`src/rtl/bcd_entry_pkg.sv`:
```
// Shared types and constants for the front-panel BCD operand entry path.
package bcd_entry_pkg;

  typedef enum logic {COLLECT, HOLD} entry_state_t;

  localparam logic [3:0] BCD_MAX = 4'd9;

  typedef logic [3:0] bcd_digit_t;

endpackage

```
`src/rtl/rise_edge_detect.sv`:
```
// Single-cycle pulse on a rising edge of d. The history register's reset value is a
// parameter so that a level already high at reset release can be treated as "seen".
module rise_edge_detect #(
  parameter logic RESET_VAL = 1'b1
) (
  input  logic clk,
  input  logic reset,
  input  logic d,
  output logic pulse
);

  logic d_q;

  // History of d for edge detection; not affected by any synchronous abort.
  always_ff @(posedge clk or posedge reset) begin
    if (reset) begin
      d_q <= RESET_VAL;
    end else begin
      d_q <= d;
    end
  end

  assign pulse = d & ~d_q;

endmodule

```
`src/rtl/bcd_operand_collector.sv`:
```
// Collects NUM_OPERANDS decimal operands of NUM_DIGITS BCD digits each, MSD first, converting
// to binary as digits arrive, then holds them with a valid/ack handshake for the adder.
module bcd_operand_collector
  import bcd_entry_pkg::*;
#(
  parameter int unsigned NUM_DIGITS   = 3,
  parameter int unsigned NUM_OPERANDS = 2,
  localparam int unsigned BIN_W       = $clog2(10 ** NUM_DIGITS),
  localparam int unsigned OP_IDX_W    = $clog2(NUM_OPERANDS) + 1,
  localparam int unsigned DIG_IDX_W   = $clog2(NUM_DIGITS) + 1
) (
  input  logic                            clk,
  input  logic                            reset,
  input  logic [3:0]                      dip_switch,
  input  logic                            input_ready,
  input  logic                            clear,
  input  logic                            operand_ack,
  output logic [NUM_OPERANDS*BIN_W-1:0]   operands_out,
  output logic                            operand_valid,
  output logic [OP_IDX_W-1:0]             operand_index,
  output logic [DIG_IDX_W-1:0]            digit_index,
  output logic                            digit_error
);

  localparam logic [OP_IDX_W-1:0]  LAST_OP  = OP_IDX_W'(NUM_OPERANDS - 1);
  localparam logic [DIG_IDX_W-1:0] LAST_DIG = DIG_IDX_W'(NUM_DIGITS - 1);

  bcd_digit_t             digit;
  logic                   cap;
  entry_state_t           state_q;
  logic [BIN_W-1:0]       acc_q [NUM_OPERANDS];
  logic [OP_IDX_W-1:0]    op_idx_q;
  logic [DIG_IDX_W-1:0]   dig_idx_q;
  logic                   valid_q;
  logic                   err_q;
  logic [BIN_W-1:0]       acc_sel;
  logic [BIN_W-1:0]       acc_next;

  assign digit = dip_switch;

  // History resets high so a strobe held across reset release is not a capture.
  rise_edge_detect #(
    .RESET_VAL(1'b1)
  ) u_cap_edge (
    .clk  (clk),
    .reset(reset),
    .d    (input_ready),
    .pulse(cap)
  );

  // Pick the accumulator being entered and form acc*10 + digit with shifts only.
  // Intermediate wrap is harmless: the true result always fits in BIN_W.
  always_comb begin
    acc_sel = '0;
    for (int k = 0; k < int'(NUM_OPERANDS); k++) begin
      if (op_idx_q == OP_IDX_W'(k)) begin
        acc_sel = acc_q[k];
      end
    end
    acc_next = (acc_sel << 3) + (acc_sel << 1) + BIN_W'(digit);
  end

  // Entry FSM, index counters, accumulators and registered status outputs.
  always_ff @(posedge clk or posedge reset) begin
    if (reset) begin
      state_q   <= COLLECT;
      op_idx_q  <= '0;
      dig_idx_q <= '0;
      valid_q   <= 1'b0;
      err_q     <= 1'b0;
      for (int k = 0; k < int'(NUM_OPERANDS); k++) begin
        acc_q[k] <= '0;
      end
    end else begin
      err_q <= 1'b0;
      if (clear) begin
        state_q   <= COLLECT;
        op_idx_q  <= '0;
        dig_idx_q <= '0;
        valid_q   <= 1'b0;
        for (int k = 0; k < int'(NUM_OPERANDS); k++) begin
          acc_q[k] <= '0;
        end
      end else begin
        unique case (state_q)
          COLLECT: begin
            if (cap) begin
              if (digit <= BCD_MAX) begin
                for (int k = 0; k < int'(NUM_OPERANDS); k++) begin
                  if (op_idx_q == OP_IDX_W'(k)) begin
                    acc_q[k] <= acc_next;
                  end
                end
                if (dig_idx_q == LAST_DIG) begin
                  dig_idx_q <= '0;
                  if (op_idx_q == LAST_OP) begin
                    state_q <= HOLD;
                    valid_q <= 1'b1;
                  end else begin
                    op_idx_q <= op_idx_q + 1'b1;
                  end
                end else begin
                  dig_idx_q <= dig_idx_q + 1'b1;
                end
              end else begin
                err_q <= 1'b1;
              end
            end
          end
          HOLD: begin
            // Strobes are dropped here; only the ack (or clear) leaves HOLD.
            if (operand_ack) begin
              state_q   <= COLLECT;
              op_idx_q  <= '0;
              dig_idx_q <= '0;
              valid_q   <= 1'b0;
              for (int k = 0; k < int'(NUM_OPERANDS); k++) begin
                acc_q[k] <= '0;
              end
            end
          end
          default: state_q <= COLLECT;
        endcase
      end
    end
  end

  // Flatten accumulators onto the output bus; partial values show through during entry.
  always_comb begin
    operands_out = '0;
    for (int k = 0; k < int'(NUM_OPERANDS); k++) begin
      operands_out[k*BIN_W +: BIN_W] = acc_q[k];
    end
  end

  assign operand_valid = valid_q;
  assign operand_index = op_idx_q;
  assign digit_index   = dig_idx_q;
  assign digit_error   = err_q;

endmodule
```
`config.mk`:
```
export PLATFORM = sky130hd
export DESIGN_NAME = bcd_operand_collector
export DESIGN_NICKNAME = d
export VERILOG_FILES = /design/src/rtl/bcd_entry_pkg.sv /design/src/rtl/rise_edge_detect.sv /design/src/rtl/bcd_operand_collector.sv
export SDC_FILE = /design/constraint.sdc
export NUM_CORES = 1
export LEC_CHECK = 0
export CAP_MARGIN = 20
export CORE_UTILIZATION = 51
export DETAILED_ROUTE_END_ITERATION = 10
export MAX_ROUTING_LAYER = met4
export PLACE_DENSITY = 0.79
export SETUP_SLACK_MARGIN = 0.1
export SYNTH_ARGS = -nofsm -noshare
export SYNTH_HDL_FRONTEND = slang
export SYNTH_SLANG_ARGS = --single-unit
```
`constraint.sdc`:
```
create_clock -name clk -period 4.5 [get_ports clk]
set_input_delay 0.9 -clock clk [delete_from_list [all_inputs] [get_ports clk]]
set_output_delay 0.9 -clock clk [all_outputs]
set_load 0.02 [all_outputs]
```
# Word-level counts from Yosys, hierarchy flattened
# Index checks and enable logic that the tools add are counted.
classes:
  muxes: 40
  bitwise: 3
  n_reduce_logical: 6
  eq_ne: 9
  magnitude_cmp: 1
  n_addsub: 4
ops:
  columns: ["op", "n"]
  rows:
  - ["$mux W20", 4]
  - ["$pmux W20 S2", 1]
  - ["$ne A3 B3 Y1 const B", 7]
  - ["$mux W10", 2]
  - ["$mux W9", 2]
  - ["$mux W1", 16]
  - ["$mux W3", 5]
  - ["$mux W2", 6]
  - ["$add A10 B10 Y10", 1]
  - ["$add A10 B4 Y10", 1]
  - ["$reduce_and A5 Y1", 2]
  - ["$reduce_and A4 Y1", 2]
  - ["$pmux W3 S2", 1]
  - ["$le A4 B4 Y1 const B", 1]
  - ["$pmux W1 S2", 2]
  - ["$pmux W2 S2", 1]
  - ["$add A3 B1 Y3 const B", 1]
  - ["$eq A3 B2 Y1 const B", 1]
  - ["$reduce_and A3 Y1", 1]
  - ["$add A2 B1 Y2 const B", 1]
  - ["$eq A2 B1 Y1 const B", 1]
  - ["$logic_not A2 Y1", 1]
  - ["$not A1 Y1", 2]
  - ["$and A1 B1 Y1", 1]
word_totals:
  inputBits: 9
  elab_cells: 71
  register_bits: 29

# Logic depth before layout (Yosys ltp)
# Gate-level depths: netlist of run 1.
logic_depth:
  depth_word: 10
  depth_mapped: 14
  depth_no_buf: 12

# Modules after synthesis
# A second synthesis of run 1 with hierarchy kept.
unflattened:
  hier_cells: 184
  area_unflattened_um2: 1813.0
by_module_without_submodules:
  columns: ["module", "n_inst", "seq_area_each_um2", "cells_each", "area_per_inst_um2"]
  rows:
  - ["bcd_operand_collector", 1, 700.7, 181, 1769.2]
  - ["rise_edge_detect", 1, 26.3, 3, 43.8]

# Worst setup path after synthesis of run 1
# OpenSTA, ideal clock, no wires.
synth_path:
  path_type: "register to register"
  startpoint: "reg op_idx_q[1], in the netlist operand_index[1]"
  endpoint: "reg acc_q, in the netlist operands_out[18]"
  stages_incl_launch_ff: 13
  synth_period_minus_slack_ns: 3.398
  path_slack_ns: 1.102
  required_ns: 4.378
  t_arrival_ns: 3.277
  n_path_buf: 2
  setup_ns: 0.122
  path_cell_list: "dfrtp_1 -> inv_1 -> ha_1 -> buf_2 -> clkbuf_1 -> o21ai_0 -> fa_1 -> fa_1 -> a211oi_1 -> o21bai_1 -> a21oi_1 -> xnor2_1 -> a32o_1"
synth_between:
  elab_chain_cells: 10
  elab_cells_between_ends: 13
  cone_classes: "2 x add/sub; 2 x eq/ne; 7 x mux; 2 x reduce/logical"
synth_lines:
  columns: ["item", "line", "rtl"]
  rows:
  - ["from (decl)", "bcd_operand_collector.sv:32", "logic [OP_IDX_W-1:0] op_idx_q;"]
  - ["from (signal assigned)", "bcd_operand_collector.sv:100", "op_idx_q <= op_idx_q + 1'b1;"]
  - ["$logic_not A2 Y1", "bcd_operand_collector.sv:56", "if (op_idx_q == OP_IDX_W'(k)) begin"]
  - ["$mux W9 (2 in series)", "bcd_operand_collector.sv:56", null]
  - ["$add A10 B10 Y10", "bcd_operand_collector.sv:60", "acc_next = (acc_sel << 3) + (acc_sel << 1) + BIN_W'(digit);"]
  - ["$add A10 B4 Y10", "bcd_operand_collector.sv:60", null]
  - ["$mux W10", "bcd_operand_collector.sv:90", "if (op_idx_q == OP_IDX_W'(k)) begin"]
  - ["$mux W20", "bcd_operand_collector.sv:88", "if (digit <= BCD_MAX) begin"]
  - ["$mux W20", "bcd_operand_collector.sv:87", "if (cap) begin"]
  - ["$pmux W20 S2", "bcd_operand_collector.sv:85", "unique case (state_q)"]
  - ["$mux W20", "bcd_operand_collector.sv:76", "if (clear) begin"]
  - ["to (signal, indexed assignment)", "bcd_operand_collector.sv:91", "acc_q[k] <= acc_next;"]
  - ["to (decl)", "bcd_operand_collector.sv:31", "logic [BIN_W-1:0] acc_q [NUM_OPERANDS];"]
# Several ways; a longest one is shown, not always the timed one. The select of a mux whose other input is x is not followed.
# A chain may end at the register's enable or synchronous reset.

# Worst setup path in the final report of run 1
layout_path:
  startpoint: "reg op_idx_q[0], in the netlist operand_index[0]"
  endpoint: "reg acc_q, in the netlist operands_out[18]"
# The elaborated chain is that of the path after synthesis.

==> results.md, run 1 <==
* Status: finished clean
* Hold Crit Class: reg2reg
* Core Util, Final at roughly 67%
* Vias per Instance at 5.55
* Max Cap Viol at 0
* CP startpoint kind: register
* Clock buffer count from CTS at 5
* Period Utilization, post-route at approximately 80%
* DP HPWL at around 3000 microns
* Post-Place Setup Slack at 1000 ps
* Routed WL per cell at approximately 15 microns
* Area post-placement at about 2100 sq um
* Vias in the first global route at about 1400
* DR top layer: met4
* Post-synth EDFFs at 0
* Slew of the pin with the lowest slew margin at 706 ps
* Prevailing post-synth register cell: dfrtp_1
* H-tree Lvls at 2
* Worst VDD drop at 0.163 mV
* Setup CP Type: reg2reg
* Critical path endpoint category: register
* Leakage at around 1.0 nW
* CP max-delay cell: fa_1
* CP max FO at 11
* Root Driver: clkbuf_4
* Nets@finish at approximately 240
* Final ANT Viol Nets at 0
* 1st-iter DRT viols at 29
* Worst-Skew Late Latency at between 300 and 400 ps
* YS warnings at 0
* Fin worst setup slack at between 1000 and 1500 ps
* Area Overhead vs Synth at 26.5%
* Max_slew headroom at a little over half
* Met1 WL at ~1900 microns
* CTS Sinks at 29
* I/O pin count at 36
* First-pass GRT wire length at between 6000 and 7000 microns
* Die Y at around 61 microns
* CP cell instances: inv_1 -> ha_1 -> nand2_1 -> o21ai_0 -> fa_1 -> fa_1 -> a211oi_1 -> o21bai_1 -> a21oi_1 -> xnor2_1 -> a32o_1
* Crit-path max cell delay at 530 ps
* Setup Buffers After CTS at 0
* Crit path max-delay family: adder cells
* Fin Clk Skew at approximately 12 ps
* Final instance area at ~2200 sq um
* Fill count at 290
* Slew Viols, Final at 0
* Vias at roughly 1500
* Pwr dens at about 270 nW/um^2
* Fmax at approximately 0.29 GHz
* Setup violations, final at 0
* Setup TNS at 0 ps
* Layout cell share with drive strength beyond 1 at between 10% and 20%
* Syn Area/Cell at ~10 sq um
* CTS tree: yes
* Post-route DRC at 0
* Routability congestion estimate at around 0.95
* Syn Nets at 203
* WL met2 at 1950 microns
* Largest net degree at the start of global routing at 30
* Cell Rows at 21
* Post-CTS Resized at 0
* Register area share after synthesis at about 40%
* Final Hold Viols at 0
* PortBufs at 35
* Post-Syn Area at between 1500 and 2000 sq um
* Synthesized instance count at ~180
* CTS hold repair buffers at 0
* CTS clock-pin slew for the worst setup and hold paths at approximately 100 ps
* Minimum clock period at between 3000 and 4000 ps
* Aggregate global routing overflow at 0
* FFs w/ async S/R, synth at between 90% and 100%
* Met3 wire len at 111 microns
* RSZ-0062 raised after global routing: no
* Crit path required time at approximately 4700 ps
* Core ar. at between 3000 and 4000 sq um
* Netlist cell types at 40
* Overall Global Routing Usage at between 20% and 30%
* CP most frequent cell: fa_1
* Chip Width at about 60 microns
* Worst Path Arrival at between 3000 and 4000 ps
* Antenna Cells at 0
* Total die area at roughly 3700 sq um
* #FFs+latches synth at 29
* Routed WL at approximately 4000 microns
* Starting density of the core at between 50% and 60%
* Max Root-Sink Buffers at 2
* Router iterations before antenna repair at 4
* CP bufs+invs at 1
* Initial antenna violation count at 0
==> Yosys cell counts, types with 2 or more instances <==
cell | count | area share (%)
a211oi_1 | 3 | 1.3
a21o_1 | 2 | 0.85
a21oi_1 | 7 | 2.0
a22o_1 | 3 | 1.5
a22o_2 | 4 | 2.3
buf_6 | 3 | 1.9
dfrtp_1 | 28 | 39
fa_1 | 2 | 2.3
ha_1 | 16 | 11
inv_1 | 4 | 0.85
mux2_2 | 6 | 3.8
nand2_1 | 33 | 7.0
nand2b_1 | 3 | 1.1
nand3_1 | 3 | 0.85
nor2_1 | 8 | 1.7
nor3_4 | 2 | 1.8
o211ai_1 | 2 | 0.85
o21ai_0 | 21 | 5.9
o21ai_1 | 2 | 0.56
xnor2_1 | 4 | 2.0
==> layout make-up <==
type                            count  area, sq um  area share [%]
Tap cell                           46         57.6            2.56
Timing Repair Buffer               37          385            17.2
Clock buffer                        7         65.1            2.90
Sequential cell                    29          727            32.4
Clock inverter                      1         5.00           0.223
Multi-Input combinational cell    138          990            44.1
Inverter                            4         15.0           0.669
==> stage by stage <==
step	instances	total power, mW	hold slack [ps]
floorplan	176	0.375	527
global placement	253	0.424	475
detailed placement	253	0.428	477
CTS	261	0.614	496
global route	262	0.639	518
finish	262	0.612	488
==> final timing paths <==
| kind | endpoint | start | cells past startpoint | slack, ps |
|---|---|---|---|---|
| setup / recovery | operands_out[18] | operand_index[0] | 11 | 1000 |
| hold / removal | operands_out[9] | operands_out[9] | 2 | 490 |
| setup reg to reg | operands_out[18] | operand_index[0] | 11 | 1000 |
| hold reg to reg | operands_out[9] | operands_out[9] | 2 | 490 |
| max in group asynchronous | operands_out[4] | reset | 3 | 3280 |
| min in group asynchronous | digit_error | reset | 2 | 800 |
==> metal layers <==
layer | global-route usage, % | up-vias
met4 | 8.77 | 0
met5 | - | -
met1 | 32.0 | 728
li1 | - | 698
met3 | 5.76 | 4
met2 | 37.7 | 23
==> state kept, by name, summed over array words and instances (netlist names) <==
name,count
operand_index,2
digit_error,1
u_cap_edge.d_q,1
operands_out,20
operand_valid,1
state_q,1
digit_index,3
==> tightest hold or removal path, stage by stage (launching register included) <==
cell	delay [ps]
dfrtp_1	350
nand2_1	40
o21ai_0	60
==> cells in the final DEF, fill, tap and decap left out, types with 2 or more instances in the layout <==
cell type and n:
clkbuf_4 5, a22o_1 3, o211ai_1 2, dfrtp_1 28, xnor2_1 4, nand3_1 3, a21o_1 2, nand2_1 33
a211oi_1 3, clkbuf_8 2, ha_1 16, a21oi_1 7, mux2_2 6, nand2b_1 3, nor2_1 8, inv_1 4
a22o_2 4, clkdlybuf4s50_1 35, o21ai_0 21, o21ai_1 2, nor3_4 2, fa_1 2
==> logic make-up after synthesis <==
| family | count (synthesis) | synth area share, % |
|---|---|---|
| AOI/OAI and AO/OA | 52 | 19.4 |
| adders and majority gates | 18 | 13.5 |
| DFF | 29 | 41.0 |
| xor gates and xnor gates | 6 | 3.74 |
| muxes | 6 | 3.81 |
| and+or+nand+nor | 56 | 15.3 |
| buffers and inverters | 9 | 3.24 |
==> where the power goes <==
group | leakage (nW) | switching, mW | internal, mW
clock network | 0.0413 | 0.0953 | 0.0905
logic | 0.567 | 0.0749 | 0.0651
registers | 0.395 | 0.0114 | 0.275
total | 1.00 | 0.182 | 0.430
(Power assumes the default switching activity.)
==> run 2, diff against run 1 <==
Settings changed: CORE_UTILIZATION 51 to 46, PLACE_DENSITY 0.79 to 0.76.
Clock period 4.5 ns to 2.9 ns, I/O delays scaled along.
==> results.md, run 2 (synthesized netlist as in run 1, its figures left out) <==
* Starting density of the core at 48.1%
* Minimum clock period at 2970 ps
* Setup CP Type: reg2reg
* Routed WL per cell at about 16 microns
* Vias per Instance at 5.39
* 1st-iter DRT viols at 60
* I/O pin count at 36
* Die Y at approximately 64 microns
* Slew Viols, Final at 0
* Sequential Power Share at between 40% and 50%
* Layout cell share with drive strength beyond 1 at 25.9%
* Post-route DRC at 0
* Commonest non-fill, non-tap cells in the layout: 35 x clkdlybuf4s50_1, 33 x nand2_1, 26 x dfrtp_1, 18 x o21ai_0, 14 x buf_4
* Max Cap Viol at 0
* Final Hold Viols at 0
* GRT met1 Usage at between 20 and 30%
* Final ANT Viol Nets at 0
* Initial antenna violation count at 0
* Crit path required time at just over 3000 ps
* Largest net degree at the start of global routing at 30
* Nets@finish at roughly 250
* Net Sw Frac at a little under a third
* Cell Rows at 22
* PortBufs at 35
* Aggregate global routing overflow at 0
* Leakage at about 1.1 nW
* Worst Path Arrival at approximately 3100 ps
* Vias at approximately 1500
* CTS tree: yes
* CP most frequent cell: fa_2
* Most common cell after layout, fill and taps aside: clkdlybuf4s50_1
* CP max FO at 3
* Multi-input logic area at about 1100 sq um
* Overall Global Routing Usage at 24.1%
* Period Utilization, post-route at 102%
* Router iterations before antenna repair at 5
* Chip Width at around 64 microns
* CTS Sinks at 29
* Fin Clk Skew at 7.83 ps
* Fmax at about 0.34 GHz
* Max_slew headroom at a little over two thirds
* Core ar. at 3690 sq um
* Routability congestion estimate at between 0.8 and 0.9
* Pint at approximately 0.7 mW
* Sequential cell area at 729 sq um
* Routed WL at approximately 4400 microns
* Pwr dens at 418 nW/um^2
* Net switching power at 0.309 mW
* Status: complete, but fails checks
* Worst VDD drop at between 0.2 and 0.3 mV
* Antenna Cells at 0
* Slew of the pin with the lowest slew margin at between 400 and 500 ps
* Gate power share at between 20% and 30%
* Root Driver: clkbuf_8
* Clock buffer count from CTS at 5
* First-pass GRT wire length at around 7200 microns
* Worst-Skew Late Latency at 290 ps
* Clock share of power at 32.4%
* Violated checks: negative setup slack
* GR peak layer: met2
* Area post-placement at ~2300 sq um
* Fin worst setup slack at -67.2 ps
* CTS hold repair buffers at 0
* Post-Place Setup Slack at -77.1 ps
* Area Overhead vs Synth at 37.0%
* RSZ-0062 raised after global routing: yes
* CP max-delay cell: fa_2
* CTS clock-pin slew for the worst setup and hold paths at around 70 ps
* Crit-path max cell delay at 470 ps
* Max Root-Sink Buffers at 2
* CP startpoint kind: register
* Fill count at 289
* DP HPWL at 3260 microns
* GRT met2 Usage at between 40% and 50%
* Largest register FFs at 20
* Hold Crit Class: reg2reg
* Met3 usage at ~5.4%
* Critical path endpoint category: register
* CP cell instances: inv_4 -> ha_4 -> and2b_1 -> a22o_1 -> fa_2 -> fa_2 -> a211oi_2 -> o21bai_1 -> a21oi_2 -> xnor2_2 -> a32o_1
* Final instance area at 2430 sq um
* Setup violations, final at 2
* Total die area at between 4000 and 5000 sq um
* H-tree Lvls at 2
* Vias in the first global route at about 1500
==> run 2: cell types whose count changed in the layout (fill, tap and decap cells not counted), sizes merged <==
cell	before	now
clkinvlp	0	1
clkinv	1	2
clkbuf	7	5
buf	2	14
==> run 2: final timing paths <==
check | start | to | slack, ps | depth (start not counted)
setup / recovery | operand_index[1] | operands_out[18] | -70 | 11
setup reg to reg | operand_index[1] | operands_out[18] | -70 | 11
hold / removal | operands_out[13] | operands_out[13] | 510 | 2
max in group asynchronous | reset | u_cap_edge.d_q | 1910 | 3
hold reg to reg | operands_out[13] | operands_out[13] | 510 | 2
min in group asynchronous | reset | operands_out[2] | 670 | 3
==> run 2: final cells by class <==
type | count | area share (%)
Multi-Input combinational cell | 138 | 44.5
Clock inverter | 3 | 0.721
Tap cell | 48 | 2.47
Timing Repair Buffer | 49 | 18.7
Sequential cell | 29 | 30.0
Clock buffer | 5 | 2.83
Inverter | 4 | 0.721
==> run 2: critical path, delay by kind of cell, from the launching register on <==
kind                       cells  cell delay, ps
adders and majority gates      3            1010
AOI/OAI and AO/OA              5            1010
DFF                            1             430
and+or+nand+nor                1             200
xor gates and xnor gates       1             110
buffers and inverters          1              90
==> run 2: stage by stage <==
step	utilization, %	TNS [ps]	hold WS [ps]	std cells	power [mW]
6_report	65.9	-113	515	276	1.02
4_1_cts	65.5	-28.5	519	276	1.03
3_5_place_dp	61.8	-153	502	265	0.683
2_1_floorplan	-	0	527	176	0.588
5_1_grt	65.9	-823	534	276	1.06
3_3_place_gp	61.8	0	492	265	0.676
==> run 2: timing repair <==
action | 4_1_cts | 5_1_grt
pin swaps | 7 | 6
endpoints found under the hold margin | 0 | 0
gates resized for setup | 6 | 3
setup buffers | 3 | 0
endpoints found under the setup margin | 10 | 10
==> run 2: routing by layer <==
layer / vias up / share of wire (%)
met4: 0 / 1.3
met1: 719 / 43
li1: 726 / -
met3: 7 / 3.5
met5: - / 0
met2: 35 / 52
==> run 2: power groups by stage <==
stage	Clock (mW)	Combinational [mW]	Sequential, mW
final	0.329	0.243	0.444
after global routing	0.352	0.261	0.448
after CTS	0.343	0.240	0.444
after detailed placement	0	0.231	0.452
after global placement	0	0.226	0.450
after floorplan	0	0.113	0.475
